File: src/rtl/hazard_ctrl_pkg.sv
// rtl/hazard_ctrl_pkg.sv - shared state encoding, drain default and load-use decode for hazard_ctrl
// Contents: hz_state_e (WARMUP/RUN/DRAIN/HALTED), DRAIN_CYCLES_DEFAULT, load_use_hit()
package hazard_ctrl_pkg;

  typedef enum logic [1:0] {
    ST_WARMUP = 2'd0,
    ST_RUN    = 2'd1,
    ST_DRAIN  = 2'd2,
    ST_HALTED = 2'd3
  } hz_state_e;

  localparam int DRAIN_CYCLES_DEFAULT = 4;

  // A load in EX whose destination is read by the instruction in ID.
  // Register 0 never carries a real dependency.
  function automatic logic load_use_hit(
    input logic       mem_read,
    input logic [4:0] ex_rt,
    input logic [4:0] id_rs,
    input logic [4:0] id_rt,
    input logic       uses_rt
  );
    return mem_read && (ex_rt != 5'd0) &&
           ((ex_rt == id_rs) || (uses_rt && (ex_rt == id_rt)));
  endfunction

endpackage

File: src/rtl/hazard_ctrl_sat_counter.sv
// rtl/hazard_ctrl_sat_counter.sv - saturating event counter used for stall/flush statistics
// Ports: clk, reset (async active-low), inc (count one event), count (holds at all-ones)
module sat_counter #(
  parameter int WIDTH = 16
) (
  input  logic             clk,
  input  logic             reset,
  input  logic             inc,
  output logic [WIDTH-1:0] count
);

  always_ff @(posedge clk or negedge reset) begin
    if (!reset) begin
      count <= '0;
    end else if (inc && (count != '1)) begin
      count <= count + WIDTH'(1);
    end
  end

endmodule

File: src/rtl/hazard_ctrl.sv
// rtl/hazard_ctrl.sv - pipeline hazard controller: load-use stall, branch/jump flush, drain-and-halt
// Inputs : clk, reset (async active-low), id_rs, id_rt, id_uses_rt, ex_mem_read, ex_rt,
//          branch_taken, jump, halt_req
// Outputs: pc_en, if_id_en, if_id_flush, id_ex_flush, ex_mem_flush, halt_ack, state,
//          stall_cnt, flush_cnt
module hazard_ctrl
  import hazard_ctrl_pkg::*;
#(
  parameter int CNT_WIDTH    = 16,
  parameter int DRAIN_CYCLES = DRAIN_CYCLES_DEFAULT
) (
  input  logic                 clk,
  input  logic                 reset,
  input  logic [4:0]           id_rs,
  input  logic [4:0]           id_rt,
  input  logic                 id_uses_rt,
  input  logic                 ex_mem_read,
  input  logic [4:0]           ex_rt,
  input  logic                 branch_taken,
  input  logic                 jump,
  input  logic                 halt_req,
  output logic                 pc_en,
  output logic                 if_id_en,
  output logic                 if_id_flush,
  output logic                 id_ex_flush,
  output logic                 ex_mem_flush,
  output logic                 halt_ack,
  output logic [1:0]           state,
  output logic [CNT_WIDTH-1:0] stall_cnt,
  output logic [CNT_WIDTH-1:0] flush_cnt
);

  localparam int DW = $clog2(DRAIN_CYCLES + 1);

  hz_state_e         state_q, state_d;
  logic [DW-1:0]     drain_q, drain_d;
  logic              load_use;
  logic              stall_inc;
  logic              flush_inc;

  assign load_use = load_use_hit(ex_mem_read, ex_rt, id_rs, id_rt, id_uses_rt);
  assign state    = state_q;

  always_ff @(posedge clk or negedge reset) begin
    if (!reset) begin
      state_q <= ST_WARMUP;
      drain_q <= '0;
    end else begin
      state_q <= state_d;
      drain_q <= drain_d;
    end
  end

  always_comb begin
    state_d      = state_q;
    drain_d      = drain_q;
    pc_en        = 1'b0;
    if_id_en     = 1'b0;
    if_id_flush  = 1'b0;
    id_ex_flush  = 1'b0;
    ex_mem_flush = 1'b0;
    halt_ack     = 1'b0;
    stall_inc    = 1'b0;
    flush_inc    = 1'b0;

    unique case (state_q)
      ST_WARMUP: begin
        // Fill every stage with bubbles before the first real fetch.
        if_id_flush  = 1'b1;
        id_ex_flush  = 1'b1;
        ex_mem_flush = 1'b1;
        state_d      = ST_RUN;
      end

      ST_RUN: begin
        pc_en    = 1'b1;
        if_id_en = 1'b1;
        if (branch_taken) begin
          if_id_flush  = 1'b1;
          id_ex_flush  = 1'b1;
          ex_mem_flush = 1'b1;
          flush_inc    = 1'b1;
        end else if (jump) begin
          if_id_flush = 1'b1;
          flush_inc   = 1'b1;
        end else if (load_use) begin
          pc_en       = 1'b0;
          if_id_en    = 1'b0;
          id_ex_flush = 1'b1;
          stall_inc   = 1'b1;
        end else if (halt_req) begin
          state_d = ST_DRAIN;
          drain_d = '0;
        end
      end

      ST_DRAIN: begin
        // Fetch is frozen; IF/ID keeps loading bubbles so older work drains out.
        if_id_en    = 1'b1;
        if_id_flush = 1'b1;
        if (branch_taken) begin
          // A redirect refills the pipe with the target path, so draining restarts.
          pc_en        = 1'b1;
          id_ex_flush  = 1'b1;
          ex_mem_flush = 1'b1;
          flush_inc    = 1'b1;
          drain_d      = '0;
        end else begin
          if (jump) begin
            pc_en     = 1'b1;
            flush_inc = 1'b1;
            drain_d   = drain_q + DW'(1);
          end else if (load_use) begin
            // Stalled cycle: nothing left the pipe, so the drain count holds.
            if_id_en    = 1'b0;
            id_ex_flush = 1'b1;
            stall_inc   = 1'b1;
          end else begin
            drain_d = drain_q + DW'(1);
          end
          if (drain_d == DW'(DRAIN_CYCLES)) begin
            state_d = ST_HALTED;
          end
        end
      end

      ST_HALTED: begin
        halt_ack = 1'b1;
        if (!halt_req) begin
          state_d = ST_RUN;
        end
      end

      default: begin
        state_d = ST_WARMUP;
      end
    endcase
  end

  sat_counter #(.WIDTH(CNT_WIDTH)) u_stall_cnt (
    .clk   (clk),
    .reset (reset),
    .inc   (stall_inc),
    .count (stall_cnt)
  );

  sat_counter #(.WIDTH(CNT_WIDTH)) u_flush_cnt (
    .clk   (clk),
    .reset (reset),
    .inc   (flush_inc),
    .count (flush_cnt)
  );

endmodule

File: config.mk
export PLATFORM = sky130hd
export DESIGN_NAME = hazard_ctrl
export DESIGN_NICKNAME = d
export VERILOG_FILES = /design/src/rtl/hazard_ctrl_pkg.sv /design/src/rtl/hazard_ctrl_sat_counter.sv /design/src/rtl/hazard_ctrl.sv
export SDC_FILE = /design/constraint.sdc
export NUM_CORES = 1
export LEC_CHECK = 0
export ABC_AREA = 0
export BUFFER_PORTS_ARGS = -buffer_cell sky130_fd_sc_hd__buf_4
export CAP_MARGIN = 40
export CORE_ASPECT_RATIO = 1.4
export CORE_MARGIN = 2
export CORE_UTILIZATION = 52
export DETAILED_ROUTE_END_ITERATION = 12
export PLACE_DENSITY_LB_ADDON = 0.3
export SETUP_SLACK_MARGIN = 0.1
export SLEW_MARGIN = 0
export SYNTH_ARGS = -nofsm -noshare
export SYNTH_HDL_FRONTEND = slang
export SYNTH_SLANG_ARGS = --single-unit
File: constraint.sdc
create_clock -name clk -period 2.4 [get_ports clk]
set_input_delay 0.12 -clock clk [delete_from_list [all_inputs] [get_ports clk]]
set_output_delay 0.12 -clock clk [all_outputs]
set_load 0.01 [all_outputs]
==> out/qor.yml, run 1 <==
outcome: "completed"
rsz0062_at_grt: "no"
setup_slack_ns: 0.387
p_comb_share_pct: 43.9
cp_cell_sequence: "inv_1 -> ha_1 -> nand2_1 -> a41oi_2 -> nand3_4 -> nor4_2 -> xor2_1"
synth_area_sq_mm: 0.00213
synth-edff-count: 0
setup_viol: 0
grt_pass1_vias: 1785
cp_data_required_time_ns: 2.61
num_vias: 1814
worstSetupPathType: "register to register"
ys_top_cells_by_count: "dfrtp_1 (37), xnor2_1 (23), nand2_1 (18), xor2_1 (18), nor2_1 (12)"
synth.distinct_cells: 43
dr.pass1.iters: 4
regArea_sq_um: 926
drt_iter0_drc: 43
io_pins: 62
cts-root-buf: "clkbuf_8"
worstPathMaxFanout: 10
pre_cts_slack_ns: 0.302
crit_arrival_ns: 2.22
coreArea_sq_mm: 0.00395
layoutNonFillerInstCount: 321
nets: 307
clockBufferDepth: 2
gr-total-overflow: 0
finalSetupTns_ns: 0
synthToLayoutAreaGrowth_pct: 31.6
numPortBuffers: 61
cpPeakStageDelay_ns: 0.42
p_int_mw: 1.63
numCtsBuffers: 5
cts.clk_slew.worst_paths_ns: 0.07
pwr-share-seq_pct: 34.1
async_flop_share_pct: 100
maxCapViolCount: 0
slew_headroom_pct: 68.8
fp.dieArea_sq_mm: 0.00464
layout-drive-gt1-share_pct: 30.9
clockPowerShare_pct: 22.0
cp_num_buf_inv: 1
ys_ff_latch: 37
wl_um: 4760
cp_top_family: "simple AND/OR/NAND/NOR gates"
syn_inst: 209
p_leak_nw: 1.41
critical_path_depth: 7
min-delay-path-class: "input pin to register"
switchingPower_mw: 0.884
syn_avg_cell_area_sq_um: 10.2
clock_latency_ns: 0.29
htreeDepth: 2
finalCritPeriodShare_pct: 83.9
dieWidth_um: 58.2
grt_use_total_pct: 22.0
ys_top_cells_by_area: "dfrtp_1 (43%), xnor2_1 (9.4%), xor2_1 (7.4%), ha_1 (4.7%), nand2_1 (3.2%)"
synth_top_area_cell: "dfrtp_1"
synth_flop_cell: "dfrtp_1"
grt_pass1_wl_um: 7800
switching_share_pct: 35.1
multi_input_area_sq_mm: 0.00119
synth.most_common_cell: "dfrtp_1"
slew_violations: 0
syn_nets: 239
fmax_ghz: 0.497
clock-sinks: 37
hold_path_depth: 3
power.density_mw_per_mm2: 895
finalHoldViolCount: 0
ant_nets: 0
ir_worst_vdd_mv: 0.801
worst_pin_slew_ns: 0.469
wl_per_cell_um: 14.8
ys_seq_area_share_pct: 43.4
finalCriticalPeriod_ns: 2.01
fin_skew_ns: 0.00473
die_y_um: 79.8
ys_warn_count: 0
vias_per_cell: 5.65
drc: 0
crit_path_start_kind: "register"
antenna_found_initial: 0
rows: 27
tritoncts: "built"
critPathSlowestCell: "dfrtp_1"
placed_cells: 311
n_fill_cell: 304
start_util_pct: 54.0
synth_top_area_share_pct: 43.4
grt_max_degree: 38
r2r_cells: 7
gp_congestion: 0.738
antenna_cells: 0
end_kind: "register"
dp_hpwl_um: 3530
==> power groups by stage <==
stage / Sequential [mW] / Combinational [mW] / Clock, mW
6_report: 0.858 / 1.10 / 0.553
5_1_grt: 0.877 / 1.21 / 0.588
4_1_cts: 0.860 / 1.11 / 0.567
3_5_place_dp: 0.871 / 1.10 / 0
3_3_place_gp: 0.865 / 1.08 / 0
2_1_floorplan: 0.883 / 0.636 / 0
==> timing repair <==
item,4_1_cts,5_1_grt
gates resized for setup,0,5
setup endpoints to repair,0,8
endpoints found under the hold margin,37,0
setup buffers,0,1
hold buffers,1,0
==> cell families (layout without fill, tap and decap cells) <==
| family | Yosys count | in the layout | synth area share (%) |
|---|---|---|---|
| AND/OR/NAND/NOR | 76 | 76 | 19.1 |
| multiplexers | 7 | 7 | 3.69 |
| flip-flops | 37 | 37 | 43.4 |
| adder cells (fa/ha/maj) | 8 | 8 | 4.69 |
| buffers and inverters | 14 | 83 | 2.52 |
| XOR/XNOR | 41 | 41 | 16.8 |
| AO/OA/AOI/OAI | 26 | 26 | 9.85 |
==> final cells by class <==
| class | count | area share, % |
|---|---|---|
| Tap cell | 43 | 1.92 |
| Timing Repair Buffer | 64 | 17.2 |
| Clock buffer | 7 | 3.07 |
| Clock inverter | 1 | 1.07 |
| Inverter | 11 | 1.47 |
| Multi-Input combinational cell | 158 | 42.3 |
| Sequential cell | 37 | 33.0 |
==> sequential cells by signal (all words and copies together) (netlist names) <==
| register | flops |
|---|---|
| state | 2 |
| u_flush_cnt.count | 16 |
| u_stall_cnt.count | 16 |
| drain_q | 3 |
==> worst paths after layout <==
kind | start | to | slack, ns
min reg2reg | u_stall_cnt.count[9] | u_stall_cnt.count[9] | 0.49
max reg2reg | state[1] | u_stall_cnt.count[13] | 0.39
max | state[1] | u_stall_cnt.count[13] | 0.39
min | branch_taken | drain_q[2] | 0.17
max in group asynchronous | reset | state[0] | 1.76
min in group asynchronous | reset | u_flush_cnt.count[2] | 0.32
==> through the flow <==
step | util, % | total power [mW] | hold WS (ns) | area [sq um]
finish | 71.1 | 2.51 | 0.174 | 2810
global route | 71.1 | 2.67 | 0.188 | 2810
CTS | 70.0 | 2.54 | 0.162 | 2770
detailed placement | 66.8 | 1.97 | 0.105 | 2640
global placement | 66.8 | 1.94 | 0.104 | 2640
floorplan | - | 1.52 | -0.176 | 2130
==> worst register-to-register path: stages (launching register included) <==
cell and delay (ns):
dfrtp_1 0.42, inv_1 0.10, ha_1 0.41, nand2_1 0.10
a41oi_2 0.24, nand3_4 0.19, nor4_2 0.29, xor2_1 0.18
==> per-layer routing <==
layer,track usage (%),vias up,routed length (um)
met4,9.07,0,84
met2,38.8,49,2530
li1,-,866,-
met3,5.19,5,279
met1,25.2,894,1870
met5,0,-,0
==> cell usage in the layout, fill, tap and decap left out, types with 2 or more instances in the layout <==
cell type	instances
nor2_1	12
xor2_1	18
nor4_2	3
o21a_1	2
a21oi_1	2
mux2i_1	3
and4_1	3
ha_1	8
dfrtp_1	37
inv_1	11
nand4_1	8
clkbuf_8	6
nor3_1	8
nand3_1	10
and3_1	6
mux2_2	3
buf_4	63
a21boi_0	3
xnor2_1	23
o211ai_1	2
nand2_1	18
o21ai_0	4
No activity file was read; power rests on OpenSTA's default activity.
==> run 2, diff against run 1 <==
- clock period: 2.4 -> 2.1 ns (I/O delays scaled with it)
==> out/qor.yml, run 2 (synthesis gave the netlist of run 1 again) <==
wl_um: 5150
rsz0062_at_grt: "no"
start_util_pct: 54.0
gr-total-overflow: 0
crit_start: "state[0]"
coreArea_sq_mm: 0.00395
synthToLayoutAreaGrowth_pct: 37.1
setup_viol: 0
io_pins: 62
cpPeakStageDelay_ns: 0.44
gp_congestion: 0.819
n_fill_cell: 317
critPathSlowestCell: "dfrtp_1"
numPortBuffers: 61
cp_cell_sequence: "inv_2 -> ha_1 -> buf_4 -> a21oi_2 -> nor2_1 -> a41o_1 -> buf_4"
antenna_found_initial: 0
power.density_mw_per_mm2: 984
clockBufferDepth: 2
placed_cells: 317
grt_use_total_pct: 22.7
min-delay-path-class: "input pin to register"
fmax_ghz: 0.522
hp-start: "branch_taken"
p_leak_nw: 1.48
htreeDepth: 2
tritoncts: "built"
ir_worst_vdd_mv: 0.756
setup_slack_ns: 0.184
finalCriticalPeriod_ns: 1.92
grt_pass1_wl_um: 8040
cts-root-buf: "clkbuf_8"
worst_pin_slew_ns: 0.475
finalSetupTns_ns: 0
die_y_um: 79.8
grt_max_degree: 38
cp_data_required_time_ns: 2.00
worstSetupPathType: "register to output port"
wl_met3_um: 309
crit_path_start_kind: "register"
finalHoldViolCount: 0
cp_num_buf_inv: 3
outcome: "completed"
rows: 27
clock_latency_ns: 0.29
clock-sinks: 37
drt_iter0_drc: 53
layout-drive-gt1-share_pct: 37.3
pre_cts_slack_ns: 0.0829
highest_layer: "met4"
layoutNonFillerInstCount: 335
m1WireLength_um: 1980
wl_met2_um: 2780
fin_skew_ns: 0.00418
layout_common_cells: "buf_4 (76), dfrtp_1 (37), xnor2_1 (23)"
numCtsBuffers: 5
vias_per_cell: 5.59
ant_nets: 0
cpMostUsedCell: "buf_4"
crit_arrival_ns: 1.81
wl_per_cell_um: 15.4
layout_commonest_cell: "buf_4"
top_regs: "u_flush_cnt.count (16), u_stall_cnt.count (16), drain_q (3)"
finalCritPeriodShare_pct: 91.3
dp_hpwl_um: 3670
maxCapViolCount: 0
dr.pass1.iters: 4
worstPathMaxFanout: 7
drc: 0
cts.clk_slew.worst_paths_ns: 0.08
antenna_cells: 0
nets: 321
num_vias: 1873
r2r-start: "state[0]"
slew_headroom_pct: 68.3
end_kind: "output port"
dieWidth_um: 58.2
slew_violations: 0
fp.dieArea_sq_mm: 0.00464
grt_pass1_vias: 1836
cp_top_family: "flip-flops"
-- run 2: what timing repair did --
item / in CTS / in global routing
pin swaps: 1 / 5
buffers inserted: 1 / 8
resized for setup: 2 / 15
gates cloned: 0 / 0
endpoints found under the setup margin: 5 / 17
hold buffers: 1 / 0
hold endpoints to repair: 37 / 0
-- run 2: where the power goes --
| part | internal (mW) | switching [mW] | leakage (nW) |
|---|---|---|---|
| clock | 0.229 | 0.266 | 0.0439 |
| combinational | 0.740 | 0.670 | 0.949 |
| sequential | 0.832 | 0.144 | 0.483 |
| total | 1.80 | 1.08 | 1.48 |
-- run 2: final timing paths --
path / endpoint / slack (ns) / cells past startpoint
min in group asynchronous: u_flush_cnt.count[7] / 0.30 / 2
max in group asynchronous: u_stall_cnt.count[5] / 1.46 / 2
min: drain_q[2] / 0.16 / 3
max: id_ex_flush / 0.18 / 7
max reg2reg: u_stall_cnt.count[1] / 0.19 / 8
min reg2reg: u_stall_cnt.count[15] / 0.49 / 1
-- run 2: worst min-delay path: cells and delay by family --
| kind | cells | cell delay, ns |
|---|---|---|
| buffers and inverters | 1 | 0.11 |
| AND/OR/NAND/NOR | 1 | 0.05 |
| AO/OA/AOI/OAI | 1 | 0.14 |
-- run 2: stage by stage --
stage	total power, mW	area [sq um]	util, %	hold slack (ns)
after CTS	2.83	2800	70.9	0.145
after floorplan	1.74	2130	-	-0.191
after global routing	3.08	2930	74.0	0.170
after detailed placement	2.33	2690	68.0	0.0936
after global placement	2.30	2690	68.0	0.0906
final	2.88	2930	74.0	0.161
-- run 2: area by class of cell --
cell class	count	area [sq um]	area share, %
inverter	11	41.3	1.41
tap	43	53.8	1.84
clock buffer	5	68.8	2.35
multi-input combinational	158	1230	41.9
clock inverter	3	17.5	0.599
timing repair buffer	78	592	20.2
sequential	37	926	31.6
-- run 2: routing by layer --
metal | track usage (%) | up-vias
met5 | 0 | -
met4 | 9.30 | 0
met3 | 5.67 | 8
met2 | 40.9 | 62
met1 | 24.9 | 905
li1 | - | 898
==> run 3, diff against run 2 <==
- REMOVE_ABC_BUFFERS: not set -> 1
==> out/qor.yml, run 3 (synthesis gave the netlist of run 1 again) <==
outcome: "completed"
hp-start: "branch_taken"
met1_usage_pct: 27.2
fmax_ghz: 0.517
maxCapViolCount: 0
start_util_pct: 54.0
pwr-share-seq_pct: 34.4
worstSetupPathType: "register to register"
cp_data_required_time_ns: 2.28
cts.clk_slew.worst_paths_ns: 0.07
drc: 0
p_leak_nw: 1.46
clockBufferDepth: 2
hold_path_depth: 3
placed_cells: 316
slew_headroom_pct: 65.5
holdPathEnd: "drain_q[2]"
ir_worst_vdd_mv: 1.18
drt_iter0_drc: 44
nets: 318
finalCritPeriodShare_pct: 92.1
fp.dieArea_sq_mm: 0.00464
reg2reg_slack_ns: 0.17
cts-root-buf: "clkbuf_8"
synthToLayoutAreaGrowth_pct: 35.0
r2r-start: "state[0]"
numPortBuffers: 61
dieWidth_um: 58.2
wl_per_cell_um: 15.2
grt_max_degree: 38
rsz0062_at_grt: "yes"
clock_latency_ns: 0.29
grtUsageMet3_pct: 5.51
tritoncts: "built"
setup_viol: 0
slew_violations: 0
switching_share_pct: 37.2
clock-sinks: 37
r2r_cells: 9
gr-total-overflow: 0
clockPowerShare_pct: 16.9
switchingPower_mw: 1.06
grt_pass1_vias: 1774
p_int_mw: 1.79
wl_um: 5040
crit_path_start_kind: "register"
dr.pass1.iters: 4
finalCriticalPeriod_ns: 1.93
fin_skew_ns: 0.00423
die_y_um: 79.8
dp_hpwl_um: 3580
worstPathMaxFanout: 8
hold_ws_ns: 0.194
rows: 27
p_comb_share_pct: 48.7
coreArea_sq_mm: 0.00395
ant_nets: 0
layout-drive-gt1-share_pct: 34.9
grt_pass1_wl_um: 7990
worst_pin_slew_ns: 0.518
layout_common_cells: "buf_4 (72), dfrtp_1 (36), xnor2_1 (23)"
power.density_mw_per_mm2: 986
end_kind: "register"
layoutNonFillerInstCount: 332
antenna_found_initial: 0
min-delay-path-class: "input pin to register"
io_pins: 62
busiest_layer: "met2"
grt_use_total_pct: 22.7
num_vias: 1865
numCtsBuffers: 5
finalHoldViolCount: 0
layout_commonest_cell: "buf_4"
finalSetupTns_ns: 0
htreeDepth: 2
r2r_end: "u_flush_cnt.count[4]"
vias_per_cell: 5.62
gp_congestion: 0.834
antenna_cells: 0
met2_usage_pct: 38.4
top_regs: "u_flush_cnt.count (16), u_stall_cnt.count (16), drain_q (3)"
crit_arrival_ns: 2.11
[run 3: metrics by stage]
step                total power, mW  util (%)  cell area [sq um]  worst slack, ns
finish                         2.84      72.9               2880            0.166
global route                   3.03      72.9               2880           0.0468
CTS                            2.79      70.3               2780           0.0533
detailed placement             2.30      67.8               2680           0.0864
global placement               2.27      67.8               2680            0.139
floorplan                      1.73         -               2120            0.136
[run 3: how the worst max path moves through the flow]
stage	endpoint	start	depth (start not counted)
floorplan	u_flush_cnt.count[13]	state[0]	7
global placement	state[1]	ex_rt[1]	7
detailed placement	u_stall_cnt.count[13]	u_stall_cnt.count[7]	6
CTS	u_stall_cnt.count[9]	u_stall_cnt.count[7]	6
global route	u_stall_cnt.count[8]	u_stall_cnt.count[8]	7
finish	u_flush_cnt.count[4]	state[0]	9
[run 3: layer usage]
metal | up-vias | part of all wire, %
met2 | 56 | 53
met1 | 910 | 40
met5 | - | 0
li1 | 891 | -
met4 | 0 | 1.8
met3 | 8 | 5.7
[run 3: what timing repair did]
action | CTS | global route
buffers inserted | 0 | 6
setup endpoints to repair | 3 | 24
cloned | 0 | 1
endpoints found under the hold margin | 37 | 0
gates resized for setup | 1 | 11
hold buffers | 1 | 0
pin swaps | 0 | 4
[run 3: power groups by stage]
stage	Sequential (mW)	Clock [mW]	Combinational, mW
3_3_place_gp	0.981	0	1.29
3_5_place_dp	0.985	0	1.32
6_report	0.979	0.480	1.38
2_1_floorplan	1.01	0	0.725
4_1_cts	0.973	0.494	1.33
5_1_grt	0.996	0.525	1.51
[run 3: critical path, stage by stage, from the launching register on]
cell	delay (ns)
dfrtp_2	0.41
inv_1	0.08
ha_1	0.30
buf_4	0.16
nand2_1	0.10
a31oi_2	0.19
buf_6	0.16
nand4_1	0.14
buf_4	0.18
xnor2_1	0.11
[run 3: layout make-up]
type / instances / area [sq um]
tap: 43 / 53.8
multi-input combinational: 159 / 1210
timing repair buffer: 74 / 562
fill: 306 / 1070
inverter: 11 / 41.3
clock inverter: 2 / 10.0
sequential: 37 / 927
clock buffer: 6 / 72.6
